File: src/rtl/tone_scheduler_if.sv
// Request/tone bundle between the voice requesters (master) and the tone scheduler (slave).
interface tone_scheduler_if #(
  parameter int NUM_REQ = 4,
  parameter int DIV_BW  = 16,
  parameter int DUR_BW  = 8
);
  logic                       strb_i;
  logic [NUM_REQ-1:0]         req_i;
  logic [NUM_REQ*DIV_BW-1:0]  div_i;
  logic [NUM_REQ*DUR_BW-1:0]  dur_i;
  logic [NUM_REQ-1:0]         grant_o;
  logic [NUM_REQ-1:0]         done_o;
  logic [DIV_BW-1:0]          period_o;
  logic [DIV_BW-1:0]          duty_o;
  logic                       busy_o;

  modport master (
    output strb_i, req_i, div_i, dur_i,
    input  grant_o, done_o, period_o, duty_o, busy_o
  );

  modport slave (
    input  strb_i, req_i, div_i, dur_i,
    output grant_o, done_o, period_o, duty_o, busy_o
  );
endinterface

File: src/rtl/tone_scheduler.sv
// Round-robin owner of a single PWM tone path: each winner plays max(dur,1) strobe beats,
// framed by one LOAD cycle before and one GAP cycle after; all outputs registered.
module tone_scheduler #(
  parameter int NUM_REQ = 4,
  parameter int DIV_BW  = 16,
  parameter int DUR_BW  = 8
) (
  input  logic            clk_i,
  input  logic            rst_i,
  tone_scheduler_if.slave bus
);
  localparam int PTR_BW = (NUM_REQ > 1) ? $clog2(NUM_REQ) : 1;

  typedef enum logic [1:0] {IDLE, LOAD, PLAY, GAP} state_t;

  state_t              r_state, w_state_nxt;
  logic [PTR_BW-1:0]   r_ptr, w_ptr_nxt;
  logic [PTR_BW-1:0]   r_win, w_win_nxt;
  logic [DIV_BW-1:0]   r_div, w_div_nxt;
  logic [DUR_BW-1:0]   r_rem, w_rem_nxt;
  logic [NUM_REQ-1:0]  r_grant, w_grant_nxt;
  logic [NUM_REQ-1:0]  r_done, w_done_nxt;
  logic [DIV_BW-1:0]   r_period, w_period_nxt;
  logic [DIV_BW-1:0]   r_duty, w_duty_nxt;
  logic                r_busy, w_busy_nxt;

  logic [DIV_BW-1:0]   w_div_arr [NUM_REQ];
  logic [DUR_BW-1:0]   w_dur_arr [NUM_REQ];
  logic [DUR_BW-1:0]   w_dur_sel;
  logic [PTR_BW-1:0]   w_rr;
  logic                w_any;
  logic                w_owner_req;
  int                  w_idx;

  always_comb begin
    for (int n = 0; n < NUM_REQ; n++) begin
      w_div_arr[n] = bus.div_i[n*DIV_BW +: DIV_BW];
      w_dur_arr[n] = bus.dur_i[n*DUR_BW +: DUR_BW];
    end
  end

  // Scan from the farthest candidate back to the nearest so the index right after r_ptr wins.
  always_comb begin
    w_rr  = r_ptr;
    w_idx = 0;
    for (int i = NUM_REQ; i >= 1; i--) begin
      w_idx = int'(r_ptr) + i;
      if (w_idx >= NUM_REQ) w_idx = w_idx - NUM_REQ;
      if (bus.req_i[PTR_BW'(w_idx)]) w_rr = PTR_BW'(w_idx);
    end
  end

  assign w_any       = |bus.req_i;
  assign w_owner_req = bus.req_i[r_win];
  assign w_dur_sel   = w_dur_arr[w_rr];

  always_comb begin
    w_state_nxt  = r_state;
    w_ptr_nxt    = r_ptr;
    w_win_nxt    = r_win;
    w_div_nxt    = r_div;
    w_rem_nxt    = r_rem;
    w_grant_nxt  = r_grant;
    w_done_nxt   = '0;
    w_period_nxt = r_period;
    w_duty_nxt   = r_duty;
    case (r_state)
      IDLE: begin
        if (w_any) begin
          w_state_nxt = LOAD;
          w_win_nxt   = w_rr;
          w_ptr_nxt   = w_rr;
          w_grant_nxt = NUM_REQ'(1) << w_rr;
          w_div_nxt   = w_div_arr[w_rr];
          w_rem_nxt   = (w_dur_sel == '0) ? DUR_BW'(1) : w_dur_sel;
        end
      end
      LOAD: begin
        if (!w_owner_req) begin
          w_state_nxt = GAP;
          w_grant_nxt = '0;
        end else begin
          w_state_nxt  = PLAY;
          w_period_nxt = r_div;
          w_duty_nxt   = r_div >> 1;
        end
      end
      PLAY: begin
        // A dropped request beats a coinciding final strobe: no done pulse on abort.
        if (!w_owner_req) begin
          w_state_nxt  = GAP;
          w_grant_nxt  = '0;
          w_period_nxt = '0;
          w_duty_nxt   = '0;
        end else if (bus.strb_i) begin
          if (r_rem == DUR_BW'(1)) begin
            w_state_nxt  = GAP;
            w_done_nxt   = r_grant;
            w_grant_nxt  = '0;
            w_period_nxt = '0;
            w_duty_nxt   = '0;
          end else begin
            w_rem_nxt = r_rem - DUR_BW'(1);
          end
        end
      end
      GAP: begin
        w_state_nxt = IDLE;
      end
      default: begin
        w_state_nxt = IDLE;
      end
    endcase
    w_busy_nxt = (w_state_nxt != IDLE);
  end

  always_ff @(posedge clk_i or posedge rst_i) begin
    if (rst_i) begin
      r_state  <= IDLE;
      r_ptr    <= PTR_BW'(NUM_REQ - 1);
      r_win    <= '0;
      r_div    <= '0;
      r_rem    <= '0;
      r_grant  <= '0;
      r_done   <= '0;
      r_period <= '0;
      r_duty   <= '0;
      r_busy   <= 1'b0;
    end else begin
      r_state  <= w_state_nxt;
      r_ptr    <= w_ptr_nxt;
      r_win    <= w_win_nxt;
      r_div    <= w_div_nxt;
      r_rem    <= w_rem_nxt;
      r_grant  <= w_grant_nxt;
      r_done   <= w_done_nxt;
      r_period <= w_period_nxt;
      r_duty   <= w_duty_nxt;
      r_busy   <= w_busy_nxt;
    end
  end

  assign bus.grant_o  = r_grant;
  assign bus.done_o   = r_done;
  assign bus.period_o = r_period;
  assign bus.duty_o   = r_duty;
  assign bus.busy_o   = r_busy;
endmodule
File: src/flat_wrapper.sv
// flat-port wrapper written by rule: the top's interface ports become plain ports
module tone_scheduler_flat 
#(
  parameter int NUM_REQ = 4,
  parameter int DIV_BW  = 16,
  parameter int DUR_BW  = 8
)
  (clk_i, rst_i, bus_strb_i, bus_req_i, bus_div_i, bus_dur_i, bus_grant_o, bus_done_o, bus_period_o, bus_duty_o, bus_busy_o);
  tone_scheduler_if #(.NUM_REQ(NUM_REQ), .DIV_BW(DIV_BW), .DUR_BW(DUR_BW)) bus_i ();
  input  logic clk_i;
  input  logic rst_i;
  input wire logic [$bits(bus_i.strb_i)-1:0] bus_strb_i;
  input wire logic [$bits(bus_i.req_i)-1:0] bus_req_i;
  input wire logic [$bits(bus_i.div_i)-1:0] bus_div_i;
  input wire logic [$bits(bus_i.dur_i)-1:0] bus_dur_i;
  output wire logic [$bits(bus_i.grant_o)-1:0] bus_grant_o;
  output wire logic [$bits(bus_i.done_o)-1:0] bus_done_o;
  output wire logic [$bits(bus_i.period_o)-1:0] bus_period_o;
  output wire logic [$bits(bus_i.duty_o)-1:0] bus_duty_o;
  output wire logic [$bits(bus_i.busy_o)-1:0] bus_busy_o;
  assign bus_i.strb_i = bus_strb_i;
  assign bus_i.req_i = bus_req_i;
  assign bus_i.div_i = bus_div_i;
  assign bus_i.dur_i = bus_dur_i;
  assign bus_grant_o = bus_i.grant_o;
  assign bus_done_o = bus_i.done_o;
  assign bus_period_o = bus_i.period_o;
  assign bus_duty_o = bus_i.duty_o;
  assign bus_busy_o = bus_i.busy_o;
  tone_scheduler #(.NUM_REQ(NUM_REQ), .DIV_BW(DIV_BW), .DUR_BW(DUR_BW)) u_core (.clk_i(clk_i), .rst_i(rst_i), .bus(bus_i));
endmodule
File: config.mk
export PLATFORM = sky130hd
export DESIGN_NAME = tone_scheduler_flat
export DESIGN_NICKNAME = d
export VERILOG_FILES = /design/src/rtl/tone_scheduler_if.sv /design/src/rtl/tone_scheduler.sv /design/src/flat_wrapper.sv
export SDC_FILE = /design/constraint.sdc
export NUM_CORES = 1
export LEC_CHECK = 0
export CELL_PAD_IN_SITES_DETAIL_PLACEMENT = 0
export CELL_PAD_IN_SITES_GLOBAL_PLACEMENT = 2
export CORE_UTILIZATION = 27
export DETAILED_ROUTE_END_ITERATION = 16
export PLACE_DENSITY_LB_ADDON = 0.12
export SETUP_SLACK_MARGIN = 0.15
export SKIP_LAST_GASP = 1
export SYNTH_ARGS = -nofsm -noshare
export SYNTH_HDL_FRONTEND = slang
export SYNTH_SLANG_ARGS = --single-unit
File: constraint.sdc
create_clock -name clk_i -period 4.61 [get_ports clk_i]
set_input_delay 0.922 -clock clk_i [delete_from_list [all_inputs] [get_ports clk_i]]
set_output_delay 0.922 -clock clk_i [all_outputs]
set_load 0.02 [all_outputs]
==> impl_metrics.toml <==
[cts]
cts-buffers-inserted = 5
cts.sinks = 55
ctsResizeCount = 0
ctsHoldBuffers = 0
cts_buffer_depth = 2
clock_latency_ns = 0.30
cts_tree = "built"
postCtsSetupBuffers = 0
cts_root_buf = "clkbuf_16"
cts_max_level = 2
clk_pin_slew_ns = 0.07

[sta]
fin_skew_ns = 0.00997
slew_violations = 0
rsz0062_at_grt = "false"
fin_crit_ns = 3.24
max_freq_mhz = 309
setup_tns_ns = 0
max_slew_margin_pct = 37.0
whs_ns = 0.484
setup_viol = 0
worstMarginPinSlew_ns = 0.943
hold_viol_final = 0
finalCritPeriodShare_pct = 70.2
fin_ws_ns = 1.37

[routing]
drtIter0Drc = 103
wl_per_cell_um = 16.3
via_per_inst = 4.80
drtAntennaViolNets = 0
drcViolationCount = 0
wirelength_um = 10200
first_pass_iters = 4
vias = 3010

[logic_synthesis]
ys_seq_elements = 55
ys_async_sr_fraction_pct = 100
synth_edf_count = 0
synth_warnings = 0
synth_flop_cell = "dfrtp_1"
synthCells = 338
synth_top_area_cell = "dfrtp_1"
syn_avg_cell_area_um2 = 10.2
synth_top_area_share_pct = 38.7
ys_types = 45
syn_area_um2 = 3430
seq_area_frac_synth_pct = 40.2
synth_nets = 448
ys_top_cells_by_area = "dfrtp_1 39%, mux2i_1 12%, mux2_2 6.2%"

[setup_path]
worstPathCellList = "clkdlybuf4s50_1, nand2b_1, o21ai_0, a221oi_4, buf_4, mux2_2, o21ai_0"
path_class = "in2reg"
crit_start = "bus_req_i[3]"
crit_path_end_kind = "flip-flop"
arrival_ns = 3.43
r2r_start = "u_core.r_ptr[0]"
critPathTopFamily = "compound AO/OA/AOI/OAI gates"
required_ns = 4.81
cpPeakStageDelay_ns = 0.76
worstPathMaxFanout = 18
cp_slowest_cell = "a221oi_4"
r2r_end = "u_core.r_div[3]"
critical_path.most_common_cell = "o21ai_0"
cp_num_buf_inv = 2
ff2ff_path_depth = 6
worstSetupStartpointType = "input pin"
reg2reg_slack_ns = 1.89

[placed_design]
gp_congestion = 0.807
place_ws_ns = 1.01
io_buffers = 142
dp_hpwl_um = 8030

[grt]
grt_usage_pct = 15.9
antenna_found_initial = 0
grt_max_degree = 37
overflow = 0
grt_pass1_wl_um = 15800
grt_pass1_vias = 3069

[hold_path]
min_path_type = "reg2reg"
holdPathEnd = "u_core.r_div[5]"
min_from = "u_core.r_div[5]"
min_path_cells = 2

[floorplan]
die_x_um = 115
fp.coreArea_um2 = 12200
die_h_um = 115
die-area_um2 = 13200
rows = 40
ios = 144
initial_utilization_pct = 28.1

[power_and_ir_drop]
internal_power_mw = 1.83
p_leak_nw = 2.11
p_seq_share_pct = 27.7
clockPowerShare_pct = 12.3
swShare_pct = 42.8
power-per-cell-area_nw_per_um2 = 633
p_comb_share_pct = 60.0
ir_drop_mv = 0.221
p_switching_mw = 1.37

[layout]
n_antenna_cell = 0
seq_area_um2 = 1380
multi_input_area_um2 = 1810
area.growth.synth_to_final_pct = 47.6
num-nets-final = 568
nFillCells = 1210
final_layout_size_suffix_gt1_share_pct = 9.80

[job]
drv_cap = 0

[status]
run_status = "finished, final reports clean"
## stage by stage
stage / std cells / area [µm²] / util (%) / power [mW]
5_1_grt: 627 / 5060 / 41.5 / 3.47
4_1_cts: 627 / 5060 / 41.5 / 3.26
3_3_place_gp: 619 / 4910 / 40.2 / 2.82
3_5_place_dp: 619 / 4910 / 40.2 / 2.85
6_report: 627 / 5060 / 41.5 / 3.20
2_1_floorplan: 338 / 3430 / - / 2.23
## power by group through the flow
stage	Sequential [mW]	Clock [mW]	Combinational, mW
after CTS	0.891	0.409	1.96
after global placement	0.894	0	1.93
after floorplan	0.928	0	1.31
final	0.888	0.393	1.92
after global routing	0.924	0.428	2.12
after detailed placement	0.899	0	1.95
## layout by cell type (no fill, tap or decap), types with 3 or more instances in the layout
cell type	n
o211ai_1	4
a21oi_1	12
mux2i_1	42
clkbuf_16	5
nor3_1	3
dfrtp_1	53
nand2_1	37
nor4_1	5
or3_1	4
inv_1	12
ha_1	7
a22o_1	17
nand2b_1	4
and2_1	4
o21ai_0	25
or2_2	3
mux4_2	4
or4_1	4
mux2_2	19
buf_4	3
clkdlybuf4s50_1	142
nor2_1	15
o41ai_1	5
## synthesized netlist by cell type, types with 4 or more instances
| master | instances |
|---|---|
| o41ai_1 | 5 |
| or4_1 | 4 |
| ha_1 | 7 |
| buf_2 | 5 |
| nor4_1 | 5 |
| dfrtp_1 | 53 |
| or3_1 | 4 |
| nor2_1 | 15 |
| o21ai_0 | 25 |
| and2_1 | 4 |
| o211ai_1 | 4 |
| mux2_2 | 19 |
| buf_4 | 19 |
| mux2i_1 | 42 |
| nand2_1 | 37 |
| clkbuf_1 | 7 |
| mux4_2 | 4 |
| inv_1 | 13 |
| a21oi_1 | 12 |
| a22o_1 | 17 |
| nand2b_1 | 4 |
## tightest hold or removal path, delay by kind of cell, from the launching register on
family | cells | cell delay [ns]
compound gates | 1 | 0.06
flops | 1 | 0.34
simple gates | 1 | 0.04
## logic make-up after synthesis
kind of cell    after synthesis  share of synthesized area (%)
simple gates                 82                           11.6
compound gates               82                           17.0
other cells                   1                          0.109
buf+inv                      46                           7.51
flops                        55                           40.2
fa+ha+maj                     7                           2.55
mux                          65                           21.1
## sequential cells by signal (all words and copies together), names as in the netlist, 2 cells and up
| register | count |
|---|---|
| u_core.bus.period_o | 15 |
| u_core.r_state | 2 |
| u_core.r_div | 16 |
| u_core.r_rem | 8 |
| u_core.r_win | 2 |
| u_core.r_ptr | 2 |
| u_core.bus.grant_o | 4 |
| u_core.bus.done_o | 4 |
## cell type report
cell class	count	area share, %
clock inverter	3	0.470
clock buffer	5	2.47
tap	168	4.15
sequential	55	27.2
timing repair buffer	146	28.9
multi-input combinational	237	35.8
inverter	13	0.964
## worst max path at each step
| stage | endpoint | slack [ns] | depth (start not counted) |
|---|---|---|---|
| detailed placement | u_core.r_div[14] | 1.01 | 7 |
| finish | u_core.r_div[3] | 1.37 | 7 |
| CTS | u_core.r_div[15] | 1.33 | 7 |
| global route | u_core.r_div[3] | 1.15 | 7 |
| floorplan | u_core.r_rem[6] | 2.03 | 8 |
| global placement | u_core.r_div[15] | 1.01 | 7 |
## metal layers
| metal | global-route usage (%) | wire length [µm] | vias up |
|---|---|---|---|
| met5 | 0 | 0 | - |
| met4 | 4.94 | 166 | 0 |
| met3 | 3.49 | 549 | 13 |
| met2 | 28.4 | 5100 | 101 |
| met1 | 18.9 | 4430 | 1432 |
| li1 | - | - | 1464 |
(Power assumes the default switching activity.)
==> RTL edit 1, RTL diff (same settings) <==
Reset style: synchronous (`rst_i`), changed in one clocked block.
--- a/src/rtl/tone_scheduler.sv
+++ b/src/rtl/tone_scheduler.sv
@@ -114,7 +114,7 @@
     w_busy_nxt = (w_state_nxt != IDLE);
   end
 
-  always_ff @(posedge clk_i or posedge rst_i) begin
+  always_ff @(posedge clk_i) begin
     if (rst_i) begin
       r_state  <= IDLE;
       r_ptr    <= PTR_BW'(NUM_REQ - 1);
Function: differs if rst_i is asserted again (counterexample within 4 cycles, from zero or initial values and one cycle with rst_i high); with rst_i held inactive, the same outputs for 4 cycles.
==> RTL edit 1 against the unedited design <==
  * Sequential cell count stayed put
  * Clock skew decreased by 0.0035 ns
  * Die area grew 3.0%
  * Final area increased by 0.57%
  * Final cell count up 18%
  * Setup slack got worse by 0.075 ns
  * Area after synthesis increased by 3.1%
  * Hold slack lost 0.025 ns
  * Routed wire length increased by 21%
  * Critical path depth is the same
  * First-iteration DRC count increased by 63%
  * Critical endpoint is now u_core.r_rem[7]
Power is not compared: it rests on default switching activity, and its combinational part moved more than twofold at a synthesized area within 25%.
==> RTL edit 1: results <==
outcome:
  outcome: "finished, final reports clean"
placement:
  place_area_mm2: 0.004938
synthesis:
  synthTopCellsByArea: "dfxtp_1 31%, nand2_1 8.6%, a21oi_1 7.5%"
  synthesis.nets: 573
  async_reset_ff_share_pct: 0
  synth_top_cells_by_count: "81 x nand2_1, 55 x dfxtp_1, 53 x a21oi_1, 32 x a211oi_1, 26 x clkbuf_1"
  synth_flop_cell: "dfxtp_1"
  yosysSeqAreaShare_pct: 31.13
  synth.distinct_cells: 52
global_routing:
  grtUsageMet1_pct: 25.29
  grt_pass1_vias: 3723
  grt_start_max_net_pins: 53
  grt.met3_usage_pct: 3.425
  track_usage_pct: 18.39
  gr-usage-met2_pct: 29.51
sta:
  skew_ns: 0.006519
  holdWs_ns: 0.4590
  tightest_slew_ns: 1.066
routing:
  num_vias: 3839
  drtIter0Drc: 168
critical_path:
  r2r_cells: 7
  cp_max_fo: 37
  reg2reg_slack_ns: 1.70
  r2r_end: "u_core.r_rem[0]"
  arrival_ns: 3.54
final_layout:
  nets: 677
  final_layout_size_suffix_gt1_share_pct: 5.458
-- RTL edit 1: changes by cell type after synthesis, sizes merged, moves of 17 or more --
cell    change
a22o       -17
dfrtp      -53
and3       +23
nand3      +21
a211oi     +31
o21ai      -20
dfxtp      +55
a311o      +17
clkbuf     +19
mux2i      -37
nand2      +44
a21oi      +43
-- RTL edit 1: worst max path at each step --
stage / startpoint / to / slack [ns] / cells past startpoint
2_1_floorplan: bus_req_i[3] / u_core.r_rem[0] / 2.07 / 8
3_3_place_gp: bus_req_i[3] / u_core.r_rem[7] / 1.05 / 7
3_5_place_dp: bus_req_i[3] / u_core.r_rem[7] / 0.99 / 7
4_1_cts: bus_req_i[3] / u_core.r_rem[7] / 1.30 / 7
5_1_grt: bus_req_i[3] / u_core.r_rem[7] / 1.09 / 7
6_report: bus_req_i[3] / u_core.r_rem[7] / 1.30 / 7
-- RTL edit 1: final cells by class --
cell class	count	area, µm²
clock buffers	5	125.1
clock inverters	3	27.53
fillers	1316	7580
inverters	24	90.09
multi-input cells	330	2048
flip-flops and latches	55	1101
well taps	172	215.2
repair buffers	151	1484
-- RTL edit 1: cells by family (layout without fill, tap and decap cells) --
group,Yosys count,count (layout),synth area share [%]
AOI/OAI and AO/OA,144,144,29.29
adders and majority gates,7,7,2.476
buffers and inverters,78,183,11.00
DFF,55,55,31.13
muxes,9,9,3.007
other,1,1,0.1060
and+or+nand+nor,169,169,22.99
-- RTL edit 1: layer usage --
metal / part of all wire (%) / routed length (µm)
met4: 1.2 / 146
met2: 45 / 5604
met5: 0 / 0
met1: 48 / 5872
met3: 5.9 / 728
-- RTL edit 1: critical path, delay by kind of cell --
family                 cells  cell delay (ns)
buffers and inverters      1             0.65
AOI/OAI and AO/OA          4             1.20
and+or+nand+nor            2             0.75
==> RTL edit 2, RTL diff (config.mk and constraints unchanged) <==
Made on the original files. `NUM_REQ` is set to 4 in 3 places; all go to 8.
--- a/src/rtl/tone_scheduler_if.sv
+++ b/src/rtl/tone_scheduler_if.sv
@@ -1,6 +1,6 @@
 // Request/tone bundle between the voice requesters (master) and the tone scheduler (slave).
 interface tone_scheduler_if #(
-  parameter int NUM_REQ = 4,
+  parameter int NUM_REQ = 8,
   parameter int DIV_BW  = 16,
   parameter int DUR_BW  = 8
 );
--- a/src/rtl/tone_scheduler.sv
+++ b/src/rtl/tone_scheduler.sv
@@ -1,7 +1,7 @@
 // Round-robin owner of a single PWM tone path: each winner plays max(dur,1) strobe beats,
 // framed by one LOAD cycle before and one GAP cycle after; all outputs registered.
 module tone_scheduler #(
-  parameter int NUM_REQ = 4,
+  parameter int NUM_REQ = 8,
   parameter int DIV_BW  = 16,
   parameter int DUR_BW  = 8
 ) (
--- a/src/flat_wrapper.sv
+++ b/src/flat_wrapper.sv
@@ -1,7 +1,7 @@
 // flat-port wrapper written by rule: the top's interface ports become plain ports
 module tone_scheduler_flat 
 #(
-  parameter int NUM_REQ = 4,
+  parameter int NUM_REQ = 8,
   parameter int DIV_BW  = 16,
   parameter int DUR_BW  = 8
 )
Ports: changed (5 resized); port bits go from 144 to 252. No check against the original RTL was run, so the function may have changed too.
==> RTL edit 2 against the unedited design <==
  * Setup slack lost 0.89 ns
  * Routed wire length up 68%
  * Count of clock-buffer cells in the layout up 6
  * Final cell count rose by 47%
  * Sequential cell count increased by 10
  * Synthesized cell count increased by 36%
  * Area after synthesis grew 49%
  * Final area increased by 59%
  * Total power grew to 2.7 times the old value
==> RTL edit 2: results <==
critical_path:
  arrival_ns: 4.32
  r2r_cells: 16
  cp_slowest_cell: "dfstp_4"
  critPathLaunchType: "register"
  cp_max_fo: 38
  reg2reg_slack_ns: 0.48
routing:
  firstDrtPassIters: 5
  viasPerCell: 5.023
  wl_per_cell_um: 18.69
  wl_met2_mm: 8.819
  num_vias: 4631
power:
  power_density_mw_per_mm2: 1089
  combinationalPowerShare_pct: 78.8
  p_int_uw: 4860
  ir_drop_uv: 832.8
  power.leakage_uw: 0.003240
synthesis:
  yosysSeqAreaShare_pct: 31.91
  synthesis.nets: 670
  syn_avg_cell_area_um2: 11.15
  synth-adder-area-share_pct: 2.204
  synth_top_cells_by_count: "62 x dfrtp_1, 44 x nand2_1, 43 x mux4_2, 38 x mux2i_1"
  synth_compound_area_share_pct: 14.28
  synthMuxAreaShare_pct: 31.47
sta:
  skew_ns: 0.004001
  slew_headroom_pct: 45.85
global_routing:
  grt_pass1_wl_mm: 27.24
  grt_start_max_net_pins: 39
  track_usage_pct: 18.20
  grt.met3_usage_pct: 4.990
  grtUsageMet1_pct: 21.33
  gr-usage-met2_pct: 32.58
placement:
  dp.cells: 906
  portBuffers: 250
  globalplace.congestion: 0.8694
  place_hpwl_mm: 14.08
final_layout:
  final_layout_size_suffix_gt1_share_pct: 14.86
  nets: 900
clock_network:
  clock_latency_ns: 0.33
  numCtsBuffers: 9
  cts_htree_levels: 3
  clkTransAtPathRegs_ns: 0.05
min_path:
  hold_end: "u_core.r_div[15]"
outcome:
  outcome: "finished, final reports clean"
[RTL edit 2: changes by cell type in the layout (fill, tap and decap cells not counted), sizes merged, moves of 6 or more]
cell | before | now
o22ai | 1 | 9
and2 | 4 | 10
nand2 | 37 | 45
buf | 4 | 12
mux4 | 4 | 46
clkdlybuf4s50 | 142 | 250
dfrtp | 53 | 62
clkbuf | 5 | 11
nand3 | 0 | 9
xnor2 | 0 | 6
a21oi | 12 | 19
[RTL edit 2: cell type report]
type / count / area share (%)
well taps: 229 / 3.552
multi-input cells: 333 / 38.67
inverters: 17 / 0.7911
repair buffers: 262 / 32.45
clock inverters: 5 / 1.272
clock buffers: 11 / 3.009
flip-flops and latches: 65 / 20.26
[RTL edit 2: worst max path at each step]
stage / endpoint / slack, ns / depth (start not counted)
global route: u_core.r_rem[0] / 0.21 / 15
detailed placement: u_core.r_rem[0] / 0.23 / 12
CTS: u_core.r_rem[0] / 0.28 / 15
global placement: u_core.r_rem[0] / 0.19 / 12
floorplan: u_core.r_rem[0] / 0.90 / 15
finish: u_core.r_rem[1] / 0.48 / 16
[RTL edit 2: through the flow]
| step | worst slack (ns) | util (%) | cell area, µm² | hold WS (ns) |
|---|---|---|---|---|
| finish | 0.4818 | 44.15 | 8066 | 0.4829 |
| detailed placement | 0.2286 | 42.18 | 7706 | 0.4769 |
| CTS | 0.2772 | 44.07 | 8051 | 0.4887 |
| global route | 0.2059 | 44.15 | 8066 | 0.4978 |
| floorplan | 0.9030 | - | 5109 | 0.4507 |
| global placement | 0.1914 | 42.18 | 7706 | 0.4696 |
[RTL edit 2: repair_timing]
item                       in CTS  in global routing
setup endpoints to repair       0                  4
hold buffers                    0                  0
resized for setup               0                  3
